`config.mk`:
```
export PLATFORM = sky130hd
export DESIGN_NAME = key_event_queue
export DESIGN_NICKNAME = d
export VERILOG_FILES = /design/src/rtl/key_event_queue_pkg.sv /design/src/rtl/key_event_queue_sync_fifo.sv /design/src/rtl/key_event_queue.sv
export SDC_FILE = /design/constraint.sdc
export NUM_CORES = 1
export LEC_CHECK = 0
export BUFFER_PORTS_ARGS = -buffer_cell sky130_fd_sc_hd__buf_2
export CORE_MARGIN = 3
export CORE_UTILIZATION = 55
export CTS_BUF_LIST = sky130_fd_sc_hd__clkbuf_4
export DETAILED_ROUTE_END_ITERATION = 10
export PLACE_DENSITY = 0.76
export SLEW_MARGIN = 20
export SYNTH_ARGS = -nofsm -noshare
export SYNTH_HDL_FRONTEND = slang
export SYNTH_SLANG_ARGS = --single-unit
```
`constraint.sdc`:
```
create_clock -name clk -period 3.2 [get_ports clk]
set_clock_uncertainty 0.1 [all_clocks]
set_input_delay 0.32 -clock clk [delete_from_list [all_inputs] [get_ports clk]]
set_output_delay 0.32 -clock clk [all_outputs]
set_load 0.02 [all_outputs]
```
`src/rtl/key_event_queue_pkg.sv`:
```
// Shared keypad constants and types for the key-event queue and its FIFO.
package key_event_queue_pkg;

  // Keypad geometry shared with the key matrix scanner and edge detector.
  localparam int KEY_COUNT = 16;
  localparam int KEY_IDX_W = 4;

  // Event queue sizing; depth must stay a power of two so pointers wrap naturally.
  localparam int QUEUE_DEPTH = 4;
  localparam int QUEUE_PTR_W = 2;

  typedef logic [KEY_COUNT-1:0] key_vec_t;
  typedef logic [KEY_IDX_W-1:0] key_idx_t;

endpackage : key_event_queue_pkg

```
`src/rtl/key_event_queue_sync_fifo.sv`:
```
// First-word fall-through FIFO with explicit occupancy counter, synchronous
// flush and asynchronous active-low reset. The head output holds its last
// value while the FIFO is empty.
module sync_fifo
  import key_event_queue_pkg::*;
#(
  parameter int WIDTH = KEY_IDX_W,
  parameter int DEPTH = QUEUE_DEPTH,
  parameter int PTR_W = QUEUE_PTR_W
) (
  input  logic             clk,
  input  logic             reset_n,
  input  logic             clear,
  input  logic             push,
  input  logic [WIDTH-1:0] push_data,
  input  logic             pop,
  output logic             valid,
  output logic [WIDTH-1:0] head,
  output logic [PTR_W:0]   count
);

  localparam logic [PTR_W:0] FullCount = (PTR_W+1)'(DEPTH);

  logic [WIDTH-1:0] mem_q [DEPTH];
  logic [PTR_W-1:0] wr_ptr_q, wr_ptr_d;
  logic [PTR_W-1:0] rd_ptr_q, rd_ptr_d;
  logic [PTR_W:0]   count_q, count_d;
  logic [WIDTH-1:0] last_head_q, last_head_d;
  logic             do_push;
  logic             do_pop;
  logic             not_empty;

  assign not_empty = (count_q != '0);

  // Qualify requests: a pop needs data, a push needs a free slot or a same-cycle pop.
  always_comb begin
    do_pop  = pop && not_empty;
    do_push = push && ((count_q != FullCount) || do_pop);
  end

  // Next pointers, occupancy and remembered head; clear wins over everything.
  always_comb begin
    wr_ptr_d    = wr_ptr_q;
    rd_ptr_d    = rd_ptr_q;
    count_d     = count_q;
    last_head_d = last_head_q;
    if (not_empty) begin
      last_head_d = mem_q[rd_ptr_q];
    end
    if (clear) begin
      wr_ptr_d = '0;
      rd_ptr_d = '0;
      count_d  = '0;
    end else begin
      if (do_push) begin
        wr_ptr_d = wr_ptr_q + PTR_W'(1);
      end
      if (do_pop) begin
        rd_ptr_d = rd_ptr_q + PTR_W'(1);
      end
      case ({do_push, do_pop})
        2'b10:   count_d = count_q + (PTR_W+1)'(1);
        2'b01:   count_d = count_q - (PTR_W+1)'(1);
        default: count_d = count_q;
      endcase
    end
  end

  // Pointer, occupancy and last-head registers.
  always_ff @(posedge clk or negedge reset_n) begin
    if (!reset_n) begin
      wr_ptr_q    <= '0;
      rd_ptr_q    <= '0;
      count_q     <= '0;
      last_head_q <= '0;
    end else begin
      wr_ptr_q    <= wr_ptr_d;
      rd_ptr_q    <= rd_ptr_d;
      count_q     <= count_d;
      last_head_q <= last_head_d;
    end
  end

  // Storage array; when full, a simultaneous pop frees the slot being written.
  always_ff @(posedge clk or negedge reset_n) begin
    if (!reset_n) begin
      for (int i = 0; i < DEPTH; i++) begin
        mem_q[i] <= '0;
      end
    end else if (!clear && do_push) begin
      mem_q[wr_ptr_q] <= push_data;
    end
  end

  // Fall-through head: live entry when non-empty, otherwise the last head seen.
  always_comb begin
    valid = not_empty;
    count = count_q;
    head  = not_empty ? mem_q[rd_ptr_q] : last_head_q;
  end

endmodule : sync_fifo

```
`src/rtl/key_event_queue.sv`:
```
// Key-event queue: turns one-cycle key press pulses into an ordered stream of
// key indices. Presses that cannot enter the FIFO wait in a one-bit-per-key
// pending register; a second press of a key already pending sets overflow.
module key_event_queue
  import key_event_queue_pkg::*;
#(
  parameter int WIDTH = KEY_COUNT,
  parameter int IDX_W = KEY_IDX_W,
  parameter int DEPTH = QUEUE_DEPTH,
  parameter int PTR_W = QUEUE_PTR_W
) (
  input  logic             clk,
  input  logic             reset_n,
  input  logic [WIDTH-1:0] press,
  input  logic             clear,
  output logic             evt_valid,
  output logic [IDX_W-1:0] evt_key,
  input  logic             evt_ready,
  output logic [PTR_W:0]   count,
  output logic             overflow
);

  localparam logic [PTR_W:0] FullCount = (PTR_W+1)'(DEPTH);

  logic [WIDTH-1:0] pending_q, pending_d;
  logic             overflow_q, overflow_d;
  logic [WIDTH-1:0] merged;
  logic [WIDTH-1:0] push_mask;
  logic [WIDTH-1:0] dup_mask;
  logic [IDX_W-1:0] push_idx;
  logic             push_found;
  logic             pop;
  logic             space;
  logic             push;
  logic             fifo_valid;
  logic [IDX_W-1:0] fifo_head;
  logic [PTR_W:0]   fifo_count;

  // Lowest-index-first priority encoder over waiting and newly pressed keys.
  always_comb begin
    merged     = pending_q | press;
    push_idx   = '0;
    push_found = 1'b0;
    for (int i = 0; i < WIDTH; i++) begin
      if (merged[i] && !push_found) begin
        push_idx   = IDX_W'(i);
        push_found = 1'b1;
      end
    end
  end

  // One push per cycle, allowed when a slot is free or is being freed by a pop.
  always_comb begin
    pop       = fifo_valid && evt_ready;
    space     = (fifo_count < FullCount) || pop;
    push      = push_found && space;
    push_mask = '0;
    if (push) begin
      push_mask[push_idx] = 1'b1;
    end
    dup_mask  = press & pending_q & ~push_mask;
  end

  // Pending and overflow next state; clear flushes both.
  always_comb begin
    if (clear) begin
      pending_d  = '0;
      overflow_d = 1'b0;
    end else begin
      pending_d  = merged & ~push_mask;
      overflow_d = overflow_q | (|dup_mask);
    end
  end

  // Pending slots and sticky overflow flag.
  always_ff @(posedge clk or negedge reset_n) begin
    if (!reset_n) begin
      pending_q  <= '0;
      overflow_q <= 1'b0;
    end else begin
      pending_q  <= pending_d;
      overflow_q <= overflow_d;
    end
  end

  sync_fifo #(
    .WIDTH (IDX_W),
    .DEPTH (DEPTH),
    .PTR_W (PTR_W)
  ) u_fifo (
    .clk       (clk),
    .reset_n   (reset_n),
    .clear     (clear),
    .push      (push),
    .push_data (push_idx),
    .pop       (pop),
    .valid     (fifo_valid),
    .head      (fifo_head),
    .count     (fifo_count)
  );

  // Outputs come straight from registered FIFO state and the overflow flag.
  always_comb begin
    evt_valid = fifo_valid;
    evt_key   = fifo_head;
    count     = fifo_count;
    overflow  = overflow_q;
  end

endmodule : key_event_queue

```
**Word-level counts from Yosys, hierarchy flattened**

Cells that the tools add are included.

- Add/sub/neg operators: 4
- Multipliers: 0
- Divide/modulo/power cells: 0
- $lt $le $gt $ge: 6
- Eq/ne operators: 3
- Shifts and indexed selects: 0
- Multiplexer cells: 49
- Bitwise operators: 8
- Reductions and logical operators: 45

Operators by type and width:

| cell | count |
|---|---|
| $mux W4 | 17 |
| $and A16 B16 Y16 | 3 |
| $mux W16 | 2 |
| $logic_and A1 B1 Y1 | 22 |
| $mux W1 | 19 |
| $bwmux W16 | 1 |
| $logic_not A1 Y1 | 16 |
| $not A16 Y16 | 1 |
| $or A16 B16 Y16 | 1 |
| $reduce_or A16 Y1 | 1 |
| $mux W2 | 5 |
| $bmux W4 S2 | 1 |
| $demux W4 S2 | 1 |
| $ge A3 B3 Y1 const B | 2 |
| $not A2 Y3 | 2 |
| $pmux W3 S2 | 1 |
| $reduce_bool A3 Y1 | 2 |
| $lt A4 B5 Y1 const B | 1 |
| $add A2 B1 Y2 const B | 2 |
| $demux W1 S4 | 1 |
| $ge A4 B1 Y1 const B | 1 |
| $reduce_bool A2 Y1 | 2 |
| $add A3 B1 Y3 const B | 1 |
| $lt A3 B1 Y1 const B | 1 |
| 8 further kinds | 9 |

- Register bits after elaboration: 44
- Latch bits: 0
- RAM bits: 0
- Bits in read-only memories: 0
- Input bits: 20
- Output and inout bits: 9
- Word-level logic and storage cells: 125
- Memories: 0

**Longest topological paths before layout**

- Depth after elaboration: 57
- Depth in mapped cells: 10

**By module**

From an unflattened synthesis, not the netlist that was laid out.

- Cells, all modules: 243
- Area, all modules: 2482.4 um2

Modules (own cells, without submodules):

| module | times used | cells each | area an instance (um2) | seq. area each (um2) |
|---|---|---|---|---|
| sync_fifo | 1 | 109 | 1333.8 | 675.6 |
| key_event_queue | 1 | 134 | 1148.6 | 425.4 |

**Least setup slack after synthesis**

OpenSTA, ideal clock, no wires.

- Kind: flip-flop to flip-flop
- From: register u_fifo.count_q[0], in the netlist u_fifo.count[0]
- To: register u_fifo.count_q[2], in the netlist u_fifo.count[2]
- Setup time: 0.082 ns
- Arrival time: 2.286 ns
- Slack: 0.732 ns
- Stages on the path, launching flop included: 11
- Path buffers: 1
- Path through: dfrtp_1 > or3_1 > clkbuf_1 > nand2_1 > inv_1 > nand2_1 > inv_1 > fa_1 > nor3_1 > a21oi_1 > a31oi_1

- Cells in the longest elaborated chain, start to end: 8
- Elaborated cells between the ends (all ways): 16

Ends and longest elaborated chain:

| element | line | RTL |
|---|---|---|
| start: declaration | key_event_queue_sync_fifo.sv:27 | `logic [PTR_W:0] count_q, count_d;` |
| start signal: assignment | key_event_queue_sync_fifo.sv:79 | `count_q <= count_d;` |
| $reduce_bool A3 Y1 (*) | key_event_queue_sync_fifo.sv:33 | `assign not_empty = (count_q != '0);` |
| named net evt_valid | key_event_queue.sv:16 | `output logic evt_valid,` |
| $logic_and A1 B1 Y1 | key_event_queue.sv:54 | `pop = fifo_valid && evt_ready;` |
| $logic_or A1 B1 Y1 or $logic_and A1 B1 Y1 (tied branches) | key_event_queue.sv:55, key_event_queue_sync_fifo.sv:37 |  |
| $logic_and A1 B1 Y1 or $logic_or A1 B1 Y1 (tied branches) | key_event_queue.sv:56, key_event_queue_sync_fifo.sv:38 |  |
| $logic_and A1 B1 Y1 | key_event_queue_sync_fifo.sv:38 | `do_push = push && ((count_q != FullCount) \|\| do_pop);` |
| $eq A2 B1 Y1 or $eq A2 B2 Y1 (tied branches) | key_event_queue_sync_fifo.sv:61 | `case ({do_push, do_pop})` |
| $pmux W3 S2 | key_event_queue_sync_fifo.sv:61 |  |
| $mux W3 | key_event_queue_sync_fifo.sv:50 | `if (clear) begin` |

Mark *: on every way through the listed nets, which the timed path passes. The rest lies on a longest branch.
A chain may end at the register's enable or synchronous reset.

**Worst setup path after layout**

- From: register pending_q[10]
- To: register u_fifo.count_q[2], in the netlist u_fifo.count[2]

- Cells in the longest elaborated chain, start to end: 23
- Elaborated cells between the ends (all ways): 25

Ends and longest elaborated chain:

| element | line | RTL |
|---|---|---|
| start: declaration | key_event_queue.sv:25 | `logic [WIDTH-1:0] pending_q, pending_d;` |
| start signal: assignment | key_event_queue.sv:81 | `pending_q <= pending_d;` |
| $or A16 B16 Y16 (*) | key_event_queue.sv:41 | `merged = pending_q \| press;` |
| $logic_and A1 B1 Y1 (*) | key_event_queue.sv:45 | `if (merged[i] && !push_found) begin` |
| $mux W1 (*) | key_event_queue.sv:45 |  |
| $logic_not A1 Y1 | key_event_queue.sv:45 |  |
| $logic_and A1 B1 Y1 | key_event_queue.sv:45 |  |
| $mux W1 (*) | key_event_queue.sv:45 |  |
| $logic_not A1 Y1 | key_event_queue.sv:45 |  |
| $logic_and A1 B1 Y1 | key_event_queue.sv:45 |  |
| [7 not listed] | n/a |  |
| $logic_not A1 Y1 | key_event_queue.sv:45 |  |
| $logic_and A1 B1 Y1 | key_event_queue.sv:45 |  |
| $mux W1 (*) | key_event_queue.sv:45 |  |
| $logic_and A1 B1 Y1 (*) | key_event_queue.sv:56 | `push = push_found && space;` |
| $logic_and A1 B1 Y1 (*) | key_event_queue_sync_fifo.sv:38 |  |
| $eq A2 B1 Y1 or $eq A2 B2 Y1 (tied branches) | key_event_queue_sync_fifo.sv:61 |  |
| $pmux W3 S2 | key_event_queue_sync_fifo.sv:61 |  |
| $mux W3 | key_event_queue_sync_fifo.sv:50 |  |

Every way passes the cells marked *; elsewhere a longest branch is shown, timed or not.

==> flow_summary_export.csv <==
group,metric,value,unit
placed_design,portBuffers,28,
die,die_height,73.2,µm
clock_tree,cts_buffers,5,
timing,fin_crit_sh,83.7,%
job,max-cap-violations,0,
clock_tree,clkSinkCount,44,
routing,dr_total_vias,2019,
worst_setup_path,crit_arrival,2.87,ns
final_layout,fin_area,2750,µm²
timing,finalHoldViolations,20,
power_and_ir_drop,ir_drop,376,µV
final_layout,diodes,0,
yosys,syn_avg_cell_area,10.3,µm²
timing,timing.fmax,373,MHz
die,initial_core_util,59.5,%
routing,drtIter0Drc,259,
worst_setup_path,slowest_delay,0.55,ns
clock_tree,cts_setup_buffers,0,
grt,met1_usage,35.0,%
die,fp.dieW,73.2,µm
routing,routed_via_density,6.31,
worst_setup_path,crit_buf_inv,1,
timing,rsz0062_at_grt,"false",
min_path,hold_class,"input port to async pin",
run_status,outcome,"complete, but fails checks",
worst_setup_path,crit_end,"u_fifo.count[2]",
worst_setup_path,r2r_slack,0.52,ns
worst_setup_path,reg2reg_depth,9,
yosys,synth-compound-area-share,17.0,%
worst_setup_path,crit_fanout,8,
die,rows,23,
yosys,synth_seq_cells,44,
run_status,violations,"hold timing",
timing,tightest_slew,0.979,ns
worst_setup_path,worst-setup-path-type,"flop to flop",
worst_setup_path,rr_endpoint,"u_fifo.count[2]",
die,die-area,5360,µm²
yosys,synth_cells,240,
grt,antenna_found_initial,0,
worst_setup_path,worst_path_dominant_cell_family,"simple AND/OR/NAND/NOR gates",
power_and_ir_drop,power_density,606,nW/µm²
yosys,ys_async_sr_fraction,100,%
yosys,synth_nets,265,
final_layout,post-route-util,65.8,%
clock_tree,clkLatencyLatePin,0.38,ns
worst_setup_path,startpoint_type,"flop",
die,core,4170,µm²
final_layout,syn_to_final_growth,10.6,%
timing,max_slew_margin,34.7,%
timing,fin_crit,2.68,ns
grt,track_usage,23.4,%
yosys,synth-edff-count,0,
yosys,synthAdderAreaFrac,2.82,%
yosys,muxShareOfSynthArea,12.7,%
worst_setup_path,cp.required,3.39,ns
clock_tree,clkTransAtPathRegs,0.15,ns
grt,busiest_layer,"met1",
worst_setup_path,crit_chain,"or4_4, nor2b_2, and3b_1, nand2_1, inv_1, fa_1, a21oi_1, or2_2, a31oi_1",
placed_design,placed_cell_area,2660,µm²
clock_tree,hold_buffers,0,
final_layout,fillCellCount,335,
clock_tree,cts_buffer_depth,2,
worst_setup_path,critical_path.endpoint_type,"flop",
power_and_ir_drop,cellLeakagePower,1.25,nW
routing,drtAntennaViolNets,0,
yosys,ys_seq_area_share,44.3,%
yosys,ys_types,48,
yosys,yosys.area.top_type,"dfrtp_1",
clock_tree,cts_tree,"done",
timing,setup_viol,0,
yosys,synth_warnings,0,
placed_design,gp_congestion,0.925,
timing,tns,0,ns
grt,grt_max_degree,45,
yosys,synthSimpleGateAreaFrac,19.7,%
grt,grt_overflow,0,
routing,drc,0,
yosys,synth_area_leaders,"dfrtp_1 44%, mux2_2 9.1%, nor2_1 4.7%, nand2_1 4.1%, a211oi_1 3.9%",
clock_tree,cts_resized,0,
worst_setup_path,reg2reg_from,"pending_q[10]",
routing,post_drt_wl_per_cell,17.5,µm
routing,firstDrtPassIters,4,
yosys,synthXorXnorAreaFrac,1.41,%
clock_tree,root_buffer,"clkbuf_4",
clock_tree,htree_levels,2,
grt,use_met3,5.10,%
final_layout,drive_gt1_share,27.0,%
grt,met2_usage,33.8,%
worst_setup_path,worst_path_max_delay_cell,"or4_4",
worst_setup_path,cp-startpoint,"pending_q[10]",
timing,holdWs,-0.0237,ns
yosys,synth-main-ff-cell,"dfrtp_1",
timing,slew_viol_final,0,
grt,grt_pass1_vias,1953,
routing,wl,5.59,mm
final_layout,final_nets,294,
yosys,synth_top_cell_area_share,44.3,%
placed_design,place_hpwl,4.08,mm
worst_setup_path,cp.depth,9,
yosys,synth_top_family_by_area,"simple AND/OR/NAND/NOR gates",
grt,grt_first_pass_wirelength,9.53,mm
die,ios,29,
yosys,synth_area,2480,µm²
-- cells in the mapped netlist, drive strengths merged, types with 2 or more instances --
cell type / count
a31oi: 5
mux2: 20
dfrtp: 44
xor2: 2
inv: 5
a41oi: 3
a31o: 2
a311oi: 3
o21ai: 8
or3: 2
a211oi: 13
buf: 2
and2: 3
nand2: 27
clkbuf: 5
nand2b: 3
or4: 5
nor2b: 3
a21oi: 6
nand4: 2
o31ai: 4
nor2: 31
o211ai: 3
mux4: 4
xnor2: 2
a32oi: 2
ha: 4
nor3: 7
a22oi: 2
nor4: 7
-- area by class of cell --
type / instances / area (µm²) / area share (%)
Multi-Input combinational cell: 184 / 1330 / 48.5
Tap cell: 50 / 62.6 / 2.28
Sequential cell: 44 / 1100 / 40.1
Clock inverter: 3 / 47.5 / 1.73
Inverter: 5 / 18.8 / 0.683
Timing Repair Buffer: 29 / 148 / 5.37
Clock buffer: 5 / 37.5 / 1.37
-- registers in the layout, indices dropped and copies added, names as in the netlist --
| register | flops |
|---|---|
| u_fifo.mem_q | 16 |
| u_fifo.last_head_q | 4 |
| pending_q | 16 |
| u_fifo.count | 3 |
| overflow | 1 |
| u_fifo.rd_ptr_q | 2 |
| u_fifo.wr_ptr_q | 2 |
-- logic make-up (layout without fill, tap and decap cells) --
logic type | Yosys count | count (layout)
AO/OA/AOI/OAI | 56 | 56
flip-flops | 44 | 44
adder cells (fa/ha/maj) | 5 | 5
multiplexers | 24 | 24
AND/OR/NAND/NOR | 95 | 95
buffers and inverters | 12 | 42
XOR/XNOR | 4 | 4
-- through the flow --
| step | power [W] | cells | setup WS (ns) |
|---|---|---|---|
| 2_1_floorplan | 0.00115 | 240 | 0.732 |
| 4_1_cts | 0.00167 | 320 | 0.536 |
| 3_5_place_dp | 0.00131 | 312 | 0.546 |
| 3_3_place_gp | 0.00129 | 312 | 0.543 |
| 5_1_grt | 0.00178 | 320 | 0.300 |
| 6_report | 0.00167 | 320 | 0.521 |
-- worst min path at each step --
stage | endpoint | slack, ns | cells past startpoint
after floorplan | overflow | -0.08 | 0
after global placement | u_fifo.last_head_q[2] | 0.38 | 1
after detailed placement | u_fifo.last_head_q[2] | 0.38 | 1
after CTS | u_fifo.last_head_q[3] | 0.009 | 1
after global routing | u_fifo.last_head_q[3] | 0.04 | 1
final | u_fifo.last_head_q[3] | -0.02 | 1
-- power by group --
| group | internal (W) | leakage (nW) | total (W) | switching, W |
|---|---|---|---|---|
| clock network | 0.000167 | 0.0454 | 0.000368 | 0.000201 |
| logic | 0.000246 | 0.628 | 0.000542 | 0.000295 |
| registers | 0.000660 | 0.575 | 0.000757 | 0.0000962 |
| total | 0.00107 | 1.25 | 0.00167 | 0.000592 |
-- placed cells by master (no fill, tap or decap), drive strengths merged, types with 4 or more instances in the layout --
cell    synthesis  routed
dfrtp          44      44
nor2           31      31
buf             2      29
nand2          27      27
mux2           20      20
a211oi         13      13
o21ai           8       8
nor3            7       7
nor4            7       7
a21oi           6       6
inv             5       5
a31oi           5       5
clkbuf          5       5
or4             5       5
o31ai           4       4
mux4            4       4
ha              4       4
-- metal layers --
metal	vias up	wire length, µm
met3	10	312
met1	985	2730
met2	60	2450
met5	-	0
li1	964	-
met4	0	92
-- worst register-to-register path: stages (launching register included) --
cell	delay, ns
dfrtp_1	0.44
or4_4	0.55
nor2b_2	0.30
and3b_1	0.28
nand2_1	0.14
inv_1	0.09
fa_1	0.20
a21oi_1	0.07
or2_2	0.27
a31oi_1	0.16
No activity file was read; power rests on OpenSTA's default activity.
